### src/rtl/localization_pkg.sv
// -----------------------------------------------------------------------------
// localization_pkg
// Types and defaults shared by the sound-localization blocks.
//   run_state_t          : run controller states (IDLE, RUN, DRAIN)
//   DEF_SAMPLE_WIDTH     : default width of one signed microphone sample
//   DEF_DATA_WIDTH       : default width of a packed {y, x} direction vector
//   MIC_PX..MIC_NY       : index of each microphone in the per-mic arrays
// -----------------------------------------------------------------------------
package localization_pkg;

  localparam int DEF_SAMPLE_WIDTH = 16;
  localparam int DEF_DATA_WIDTH   = 2 * DEF_SAMPLE_WIDTH;

  localparam int NUM_MICS = 4;
  localparam int MIC_PX   = 0;
  localparam int MIC_PY   = 1;
  localparam int MIC_NX   = 2;
  localparam int MIC_NY   = 3;

  typedef enum logic [1:0] {
    ST_IDLE  = 2'd0,
    ST_RUN   = 2'd1,
    ST_DRAIN = 2'd2
  } run_state_t;

endpackage

### src/rtl/abs_sat.sv
// -----------------------------------------------------------------------------
// abs_sat
// Combinational magnitude of a signed sample. The most negative code has no
// positive counterpart, so it saturates to the largest positive magnitude.
// The result therefore always fits in W-1 unsigned bits.
//   sample    : signed input sample, W bits
//   magnitude : |sample| saturated, W-1 bits unsigned
// -----------------------------------------------------------------------------
module abs_sat
  import localization_pkg::*;
#(
  parameter int W = DEF_SAMPLE_WIDTH
) (
  input  logic signed [W-1:0] sample,
  output logic        [W-2:0] magnitude
);

  localparam logic [W-1:0] MOST_NEG = {1'b1, {(W-1){1'b0}}};

  always_comb begin
    if (sample == MOST_NEG) begin
      magnitude = {(W-1){1'b1}};
    end else if (sample[W-1]) begin
      magnitude = (W-1)'(-sample);
    end else begin
      magnitude = sample[W-2:0];
    end
  end

endmodule

### src/rtl/direction_vector_gen.sv
// -----------------------------------------------------------------------------
// direction_vector_gen
// Turns four microphone streams (+x, +y, -x, -y) into a stream of direction
// vectors. Each vector averages sample magnitudes over WINDOW accepted samples:
//   x = (sum|px| - sum|nx|) >>> log2(WINDOW),  y likewise from py/ny.
// A run emits NUM_VECTORS vectors and then signals done.
//
// Pipeline (accept at edge N):
//   N   : stage 1 registers saturated magnitudes
//   N+1 : stage 2 accumulates; on the last sample of a window snapshots sums
//   N+2 : stage 3 registers the vector and raises direction_valid_out
//
// Ports
//   clk_in              : clock, rising edge
//   rst_in              : asynchronous active-high reset
//   start_in            : one-cycle pulse, starts a run from IDLE
//   audio_valid_in      : qualifies mic_* this cycle
//   mic_px/py/nx/ny     : signed samples
//   direction           : {y, x}, held between valid pulses
//   direction_valid_out : one-cycle pulse qualifying direction
//   busy_out            : high while a run is in progress
//   done_out            : one-cycle pulse with the final vector of a run
// -----------------------------------------------------------------------------
module direction_vector_gen
  import localization_pkg::*;
#(
  parameter int SAMPLE_WIDTH = DEF_SAMPLE_WIDTH,
  parameter int WINDOW       = 16,
  parameter int NUM_VECTORS  = 512,
  parameter int DATA_WIDTH   = DEF_DATA_WIDTH
) (
  input  logic                           clk_in,
  input  logic                           rst_in,
  input  logic                           start_in,
  input  logic                           audio_valid_in,
  input  logic signed [SAMPLE_WIDTH-1:0] mic_px,
  input  logic signed [SAMPLE_WIDTH-1:0] mic_py,
  input  logic signed [SAMPLE_WIDTH-1:0] mic_nx,
  input  logic signed [SAMPLE_WIDTH-1:0] mic_ny,
  output logic        [DATA_WIDTH-1:0]   direction,
  output logic                           direction_valid_out,
  output logic                           busy_out,
  output logic                           done_out
);

  localparam int LOG2_WINDOW = $clog2(WINDOW);
  localparam int MAG_W       = SAMPLE_WIDTH - 1;
  // Sum of WINDOW magnitudes below 2^MAG_W each cannot exceed this width.
  localparam int ACC_W       = MAG_W + LOG2_WINDOW;
  localparam int VEC_W       = $clog2(NUM_VECTORS + 1);

  run_state_t state, state_next;

  logic                   accept;
  logic                   last_of_window;
  logic                   last_window;
  logic                   start_run;
  logic [LOG2_WINDOW-1:0] sample_cnt;
  logic [VEC_W-1:0]       vec_cnt;

  logic signed [SAMPLE_WIDTH-1:0] mic_in [NUM_MICS];
  logic [MAG_W-1:0]               mag_comb [NUM_MICS];
  logic [MAG_W-1:0]               mag_q [NUM_MICS];
  logic [ACC_W-1:0]               acc [NUM_MICS];
  logic [ACC_W-1:0]               snap [NUM_MICS];

  logic s1_valid, s1_last, s1_final;
  logic s2_valid, s2_final;

  logic signed [ACC_W:0]          diff_x, diff_y;
  logic signed [SAMPLE_WIDTH-1:0] vec_x, vec_y;

  // ---------------------------------------------------------------------------
  // Control
  // ---------------------------------------------------------------------------
  assign accept         = (state == ST_RUN) && audio_valid_in;
  assign start_run      = (state == ST_IDLE) && start_in;
  assign last_of_window = (sample_cnt == LOG2_WINDOW'(WINDOW - 1));
  assign last_window    = (vec_cnt == VEC_W'(NUM_VECTORS - 1));
  assign busy_out       = (state != ST_IDLE);

  // NOTE: sequential state uses non-blocking assignments so every register
  // samples pre-edge values and simulation order cannot change behaviour.
  always_ff @(posedge clk_in or posedge rst_in) begin
    if (rst_in) begin
      state <= ST_IDLE;
    end else begin
      state <= state_next;
    end
  end

  // NOTE: the default assignment first means every path drives state_next,
  // so no latch is inferred.
  always_comb begin
    state_next = state;
    unique case (state)
      ST_IDLE:  if (start_in) state_next = ST_RUN;
      ST_RUN:   if (accept && last_of_window && last_window) state_next = ST_DRAIN;
      // done_out coincides with the final vector, so leaving on it drops
      // busy_out the cycle after that vector is presented.
      ST_DRAIN: if (done_out) state_next = ST_IDLE;
      default:  state_next = ST_IDLE;
    endcase
  end

  always_ff @(posedge clk_in or posedge rst_in) begin
    if (rst_in) begin
      sample_cnt <= '0;
      vec_cnt    <= '0;
    end else if (start_run) begin
      sample_cnt <= '0;
      vec_cnt    <= '0;
    end else if (accept) begin
      // WINDOW is a power of two, so the counter wraps on its own.
      sample_cnt <= sample_cnt + LOG2_WINDOW'(1);
      if (last_of_window) begin
        vec_cnt <= last_window ? '0 : vec_cnt + VEC_W'(1);
      end
    end
  end

  // ---------------------------------------------------------------------------
  // Stage 1: saturated magnitudes
  // ---------------------------------------------------------------------------
  assign mic_in[MIC_PX] = mic_px;
  assign mic_in[MIC_PY] = mic_py;
  assign mic_in[MIC_NX] = mic_nx;
  assign mic_in[MIC_NY] = mic_ny;

  for (genvar m = 0; m < NUM_MICS; m++) begin : g_abs
    abs_sat #(.W(SAMPLE_WIDTH)) u_abs_sat (
      .sample    (mic_in[m]),
      .magnitude (mag_comb[m])
    );
  end

  always_ff @(posedge clk_in or posedge rst_in) begin
    if (rst_in) begin
      s1_valid <= 1'b0;
      s1_last  <= 1'b0;
      s1_final <= 1'b0;
      for (int m = 0; m < NUM_MICS; m++) mag_q[m] <= '0;
    end else begin
      s1_valid <= accept;
      s1_last  <= accept && last_of_window;
      s1_final <= accept && last_of_window && last_window;
      if (accept) begin
        for (int m = 0; m < NUM_MICS; m++) mag_q[m] <= mag_comb[m];
      end
    end
  end

  // ---------------------------------------------------------------------------
  // Stage 2: accumulate, snapshot on the last magnitude of each window
  // ---------------------------------------------------------------------------
  always_ff @(posedge clk_in or posedge rst_in) begin
    if (rst_in) begin
      s2_valid <= 1'b0;
      s2_final <= 1'b0;
      for (int m = 0; m < NUM_MICS; m++) begin
        acc[m]  <= '0;
        snap[m] <= '0;
      end
    end else begin
      s2_valid <= s1_valid && s1_last;
      s2_final <= s1_valid && s1_final;
      if (start_run) begin
        for (int m = 0; m < NUM_MICS; m++) acc[m] <= '0;
      end else if (s1_valid) begin
        for (int m = 0; m < NUM_MICS; m++) begin
          if (s1_last) begin
            // The closing magnitude goes into the snapshot; the next window's
            // first magnitude lands one edge later, so windows stay gap-free.
            snap[m] <= acc[m] + ACC_W'(mag_q[m]);
            acc[m]  <= '0;
          end else begin
            acc[m]  <= acc[m] + ACC_W'(mag_q[m]);
          end
        end
      end
    end
  end

  // ---------------------------------------------------------------------------
  // Stage 3: difference, scale by 1/WINDOW, register the vector
  // ---------------------------------------------------------------------------
  assign diff_x = $signed({1'b0, snap[MIC_PX]}) - $signed({1'b0, snap[MIC_NX]});
  assign diff_y = $signed({1'b0, snap[MIC_PY]}) - $signed({1'b0, snap[MIC_NY]});
  assign vec_x  = SAMPLE_WIDTH'(diff_x >>> LOG2_WINDOW);
  assign vec_y  = SAMPLE_WIDTH'(diff_y >>> LOG2_WINDOW);

  always_ff @(posedge clk_in or posedge rst_in) begin
    if (rst_in) begin
      direction           <= '0;
      direction_valid_out <= 1'b0;
      done_out            <= 1'b0;
    end else begin
      direction_valid_out <= s2_valid;
      done_out            <= s2_valid && s2_final;
      if (s2_valid) begin
        direction <= DATA_WIDTH'({vec_y, vec_x});
      end
    end
  end

endmodule

### config.mk
export PLATFORM = sky130hd
export DESIGN_NAME = direction_vector_gen
export DESIGN_NICKNAME = d
export VERILOG_FILES = /design/src/rtl/localization_pkg.sv /design/src/rtl/abs_sat.sv /design/src/rtl/direction_vector_gen.sv
export SDC_FILE = /design/constraint.sdc
export NUM_CORES = 1
export LEC_CHECK = 0
export CORE_MARGIN = 2
export CORE_UTILIZATION = 56
export CTS_BUF_LIST = sky130_fd_sc_hd__clkbuf_8
export DETAILED_ROUTE_END_ITERATION = 12
export GPL_TIMING_DRIVEN = 0
export PLACE_DENSITY = 0.79
export SYNTH_ARGS = -nofsm -noshare
export SYNTH_HDL_FRONTEND = slang
export SYNTH_SLANG_ARGS = --single-unit
export TNS_END_PERCENT = 10
### constraint.sdc
create_clock -name clk_in -period 7.9 [get_ports clk_in]
set_clock_uncertainty 0.1 [all_clocks]
set_input_delay 1.185 -clock clk_in [delete_from_list [all_inputs] [get_ports clk_in]]
set_output_delay 1.185 -clock clk_in [all_outputs]
set_load 0.01 [all_outputs]
# Word-level counts from Yosys, hierarchy flattened

Cells that the tools add are included.
W data, S select, Z words.

Mux-type cells: 24
Eq/ne operators: 11
Bitwise gates (word level): 1
Reductions and logical operators: 15
$add $sub $neg: 12

Operator list:

| kind                    | number |
|---|---|
| $mux W76                | 2 |
| $mux W15                | 8 |
| $add A19 B15 Y19        | 4 |
| $mux W19                | 4 |
| $eq A16 B16 Y1 const B  | 4 |
| $neg A15 Y15            | 4 |
| $mux W10                | 4 |
| $sub A19 B19 Y20        | 2 |
| $add A10 B1 Y10 const B | 1 |
| $eq A10 B9 Y1 const B   | 1 |
| $mux W4                 | 2 |
| $reduce_bool A2 Y1      | 4 |
| $logic_and A1 B1 Y1     | 7 |
| $mux W2                 | 3 |
| $pmux W2 S3             | 1 |
| $reduce_and A3 Y1       | 2 |
| $add A4 B1 Y4 const B   | 1 |
| $eq A4 B4 Y1 const B    | 1 |
| $ne A2 B2 Y1 const B    | 2 |
| $eq A2 B1 Y1 const B    | 1 |
| $eq A2 B2 Y1 const B    | 1 |
| $logic_not A2 Y1        | 1 |
| $ne A2 B1 Y1 const B    | 1 |
| $reduce_and A2 Y1       | 1 |
| $not A1 Y1              | 1 |

Logic and storage cells: 86
Register bits: 267
Output and inout bits: 35

# Logic depth before layout (Yosys ltp)

Word-level depth: 6
Mapped depth: 9
Depth with buffers taken out: 9

# By module

A second synthesis with hierarchy kept.

Cells, all modules: 1632
Area, all modules: 15992.8 µm²

By module, submodules not included:

| module               | cells an instance | times used | sequential area each (µm²) | area an instance (µm²) |
|---|---|---|---|---|
| direction_vector_gen | 1384              | 1          | 6681.4                     | 14341.3 |
| abs_sat              | 62                | 4          | 0.0                        | 412.9 |

# Least setup slack after synthesis

Ideal clock, no wire load.

Kind: input port to flip-flop
From: input mic_px[5]
To: register mag_q[56] (netlist name)
Data arrival time: 3.212 ns
Required time: 7.723 ns
Stages on the path: 8
Path slack: 4.510 ns
Path buffers: 1
Cell sequence: or4_4 > or4_1 > or2_1 > or3_4 > nor3b_2 > nor2_2 > buf_6 > a21oi_1

Word-level cells in the longest chain between the ends: 3
Elaborated cells between the ends (all ways): 4

Ends and longest elaborated chain:

| item            | RTL line                   | text |
|---|---|---|
| start, declared | direction_vector_gen.sv:36 | `input logic signed [SAMPLE_WIDTH-1:0] mic_px,` |
| $neg A15 Y15    | abs_sat.sv:24              | `magnitude = (W-1)'(-sample);` |
| $mux W15        | abs_sat.sv:23              | `end else if (sample[W-1]) begin` |
| $mux W15 (*)    | abs_sat.sv:21              | `if (sample == MOST_NEG) begin` |
| end, declared   | direction_vector_gen.sv:63 | `logic [MAG_W-1:0] mag_q [NUM_MICS];` |

Every way passes the cells marked *; elsewhere a longest branch is shown, timed or not.
A chain may end at the register's enable or synchronous reset.

# Worst setup path after layout

From: input start_in
To: register acc[2] (netlist name)

Word-level cells in the longest chain between the ends: 2
Elaborated cells between the ends (all ways): 3

Ends and longest elaborated chain:

| item                                                  | RTL line                    | text |
|---|---|---|
| start, declared                                       | direction_vector_gen.sv:34  | `input logic start_in,` |
| $logic_and A1 B1 Y1 (*)                               | direction_vector_gen.sv:77  | `assign start_run = (state == ST_IDLE) && start_in;` |
| $mux W76 / $reduce_bool A2 Y1 (equally long branches) | -                           |  |
| end signal, assigned by index                         | direction_vector_gen.sv:177 | `acc[m] <= acc[m] + ACC_W'(mag_q[m]);` |
| end, declared                                         | direction_vector_gen.sv:64  | `logic [ACC_W-1:0] acc [NUM_MICS];` |

Marks and branches as above.

==> summary.txt <==
Die
  • Core box area: 27,030 um^2
  • Die W: 170.2 um
  • Initial Util: between 50% and 60%
  • Std cell rows: 60
  • Die height: around 170 um
  • Full die area: 28,950 um^2
  • I/O pin cnt: between 100 and 150

Worst setup path
  • WS Path Type: primary input to register
  • Nature of the critical path endpoint: register
  • Crit path top cell by count: clkbuf_1
  • Crit path max fanout: 10
  • CP max-delay cell: nor2_1
  • Worst-path cell chain: clkdlybuf4s50_1, and2_1, clkbuf_1, nor2_1, clkbuf_1, clkbuf_1, nand2_1, o21ai_0
  • R2R setup slack: 4.64 ns
  • Data arrival, critical path: just over 4 ns
  • Reg2reg end: acc[52]
  • CP peak stage delay: between 0.6 and 0.7 ns
  • Critical path data required time: 8.26 ns
  • Reg2reg start: mag_q[30]
  • Setup crit start kind: primary input
  • Worst r2r path cells: 9

Power and ir drop
  • Clk pwr share: 17.8%
  • P_sw: 2906 uW
  • Sequential power share: approximately 31%
  • Combinational power share: 51.3%
  • Peak supply drop: approximately 0.00019 V
  • Int Pwr: between 4000 and 5000 uW
  • Sw Share: 41.60%
  • Lkg Pwr: between 0.008 and 0.009 uW
  • PwrDens: slightly below 400 nW/um^2

Final layout
  • Syn-to-layout area delta: 16.12%
  • Final Util: roughly 66%
  • Final net count: 1,980
  • Non-Filler Instances: ~2,200
  • Final instance area: about 18,000 um^2
  • Layout cells sized above 1: under 10%

Clock tree
  • Sink Count: ~270
  • CTS clock-pin slew for the worst setup and hold paths: ~0.06 ns
  • Worst-Skew Late Latency: about 0.58 ns
  • Post-CTS Setup Bufs: 0
  • Inserted Clock Buffers: between 40 and 50
  • Htree depth: 2
  • CTS tree: done
  • CTS resizes: 0
  • CTS max path bufs: 3
  • Root buffer cell: clkbuf_8
  • CTS Hold Buffers Added: 0

Route
  • DR WL/cell: between 15 and 20 um
  • Post-route DRC: 0
  • Routed wire length: slightly below 40 mm
  • Via density per instance: a little under 6
  • TritonRoute pass-1 iters: 5
  • Total number of vias: approximately 13,000
  • Routed Antenna Nets: 0
  • DR iter-0 viols: 850

Placed design
  • Placed cell area: ~17,000 um^2
  • Post-DP HPWL: between 20 and 30 mm
  • Placed insts: roughly 2,100
  • IO buf count: between 100 and 150
  • Final RePlAce weighted congestion: 0.9084

Yosys
  • Register area share after synthesis: a little over two fifths
  • Count of different cell masters after synthesis: between 70 and 80
  • Avg Inst Size Synth: 9.365 um^2
  • Cell Area, Synth: 15,460 um^2
  • Syn Nets: 1,825
  • FF+latch count, synth: 267
  • Primary FF master, synth: dfrtp_1
  • Cells after Synth: approximately 1,700
  • Number of synthesized flops with an enable pin: 0
  • Synth async-reset ratio: 100.0%
  • Yosys warning total: 0

Timing
  • Peak Freq: between 200 and 300 MHz
  • Hold WS: approximately 0.34 ns
  • Fin. Hold Viols: 0
  • Setup-failing EPs final: 0
  • Final period demand of the worst path: 3.783 ns
  • Setup TNS: 0 ns
  • Tcrit/Tclk final: 47.88%
  • RSZ-0062 raised after global routing: no
  • Relative slew slack: between 30% and 40%
  • Slew @ Worst Pin: between 0.9 and 1 ns
  • Slew Limit Fails: 0

Min path
  • Worst Hold Depth: 0
  • Worst hold path endpoint: direction_valid_out
  • Worst Hold Class: register to register
  • Min-Delay Startpoint: s2_valid

Job
  • Max_cap viols: 0

Global route
  • Congestion Overflow GR: 0
  • Pin count of the biggest net entering global routing: 44
  • Initial antenna violation count: 1
  • Gr usage total: 27.73%
  • Number of global-route vias before repair: approximately 13,000
  • First-pass GRT wire length: 63.79 mm

Outcome
  • Outcome: finished, final reports clean
synth_stat cells, drive strengths merged (4+ instances only):
cell / number / area share (%)
dfrtp: 267 / 43
nand2: 197 / 4.8
o21ai: 144 / 4.7
nor2: 134 / 3.3
a21oi: 120 / 3.9
ha: 102 / 8.3
inv: 73 / 1.8
xnor2: 66 / 3.7
xor2: 65 / 3.7
clkbuf: 50 / 1.2
a22o: 43 / 2.4
a21o: 37 / 1.8
mux2: 32 / 2.3
nand3: 29 / 0.94
a31oi: 23 / 0.93
and3: 17 / 0.69
o31ai: 17 / 0.83
a211oi: 15 / 0.73
nand2b: 14 / 0.57
or3: 13 / 0.56
and2: 12 / 0.49
nor3: 12 / 0.39
o21a: 12 / 0.58
o211ai: 11 / 0.53
o21bai: 11 / 0.53
or4: 10 / 0.51
nor2b: 9 / 0.36
nor4: 9 / 0.36
nand4: 8 / 0.32
a31o: 7 / 0.40
buf: 7 / 0.23
mux2i: 7 / 0.45
nor3b: 7 / 0.37
o41ai: 7 / 0.40
or2: 7 / 0.28
a21boi: 4 / 0.19
a41oi: 4 / 0.23
fa: 4 / 0.52
nand3b: 4 / 0.19
o31a: 4 / 0.23
worst max-delay path by stage:
| stage | startpoint | to | slack, ns | cells after the start |
|---|---|---|---|---|
| after CTS | start_in | acc[2] | 4.21 | 8 |
| after detailed placement | start_in | acc[21] | 3.71 | 8 |
| final | start_in | acc[2] | 4.12 | 8 |
| after global placement | rst_in | mag_q[49] | 1.23 | 2 |
| after floorplan | rst_in | acc[0] | 3.09 | 1 |
| after global routing | mic_ny[2] | mag_q[4] | 4.04 | 9 |
sequential cells by signal, summed over array words and instances, names as in the netlist:
register and count:
direction_valid_out 1, s1_valid 1, s2_valid 1, s1_last 1
acc 76, state 2, sample_cnt 4, direction 32
mag_q 60, snap 76, s1_final 1, done_out 1
vec_cnt 10, s2_final 1
kinds of logic (layout without fill, tap and decap cells):
group           Yosys count  after routing  synth area share (%)
fa+ha+maj               106            106                 8.772
compound gates          491            491                 20.22
other cells               0              1                     0
simple gates            487            487                 14.37
mux                      39             39                 2.784
buf+inv                 130            319                 3.213
xor+xnor                131            131                 7.421
flops                   267            267                 43.21
per-layer routing:
metal  up-vias  GRT usage, %  share of wire (%)
li1       6211             -                  -
met3        92         3.977                6.0
met1      6260         37.27                 45
met2       457         45.21                 46
met4         0         11.63                3.7
met5         -             0                  0
final cells by class:
type,instances,area [um^2]
Timing Repair Buffer,108,1141
Inverter,73,277.8
Fill cell,2194,9072
Sequential cell,267,6681
Tap cell,341,426.7
Antenna cell,1,2.502
Clock inverter,21,92.59
Multi-Input combinational cell,1254,8283
Buffer,57,222.7
Clock buffer,60,825.8
stage by stage:
| stage | worst slack [ns] | power, uW |
|---|---|---|
| floorplan | 3.090 | 4707 |
| global placement | 1.234 | 5561 |
| detailed placement | 3.711 | 5696 |
| CTS | 4.210 | 6967 |
| global route | 4.042 | 7506 |
| finish | 4.117 | 6986 |
worst max-delay path, delay by kind of cell:
kind,cells,cell delay [ns]
compound gates,1,0.10
buf+inv,4,1.86
simple gates,3,0.98
placed cells by master (no fill, tap or decap), drive strengths merged, types with 66 or more instances in the layout:
master,netlist,final
clkbuf,50,110
a21oi,120,120
clkdlybuf4s50,0,102
o21ai,144,144
nand2,197,197
ha,102,102
nor2,134,134
xnor2,66,66
inv,73,84
dfrtp,267,267
power groups by stage:
stage / Clock [uW] / Sequential (uW) / Combinational [uW]
2_1_floorplan: 0 / 2090 / 2620
3_3_place_gp: 0 / 2160 / 3400
3_5_place_dp: 0 / 2170 / 3520
4_1_cts: 1260 / 2160 / 3550
5_1_grt: 1330 / 2210 / 3970
6_report: 1240 / 2160 / 3580
(Power assumes the default switching activity.)
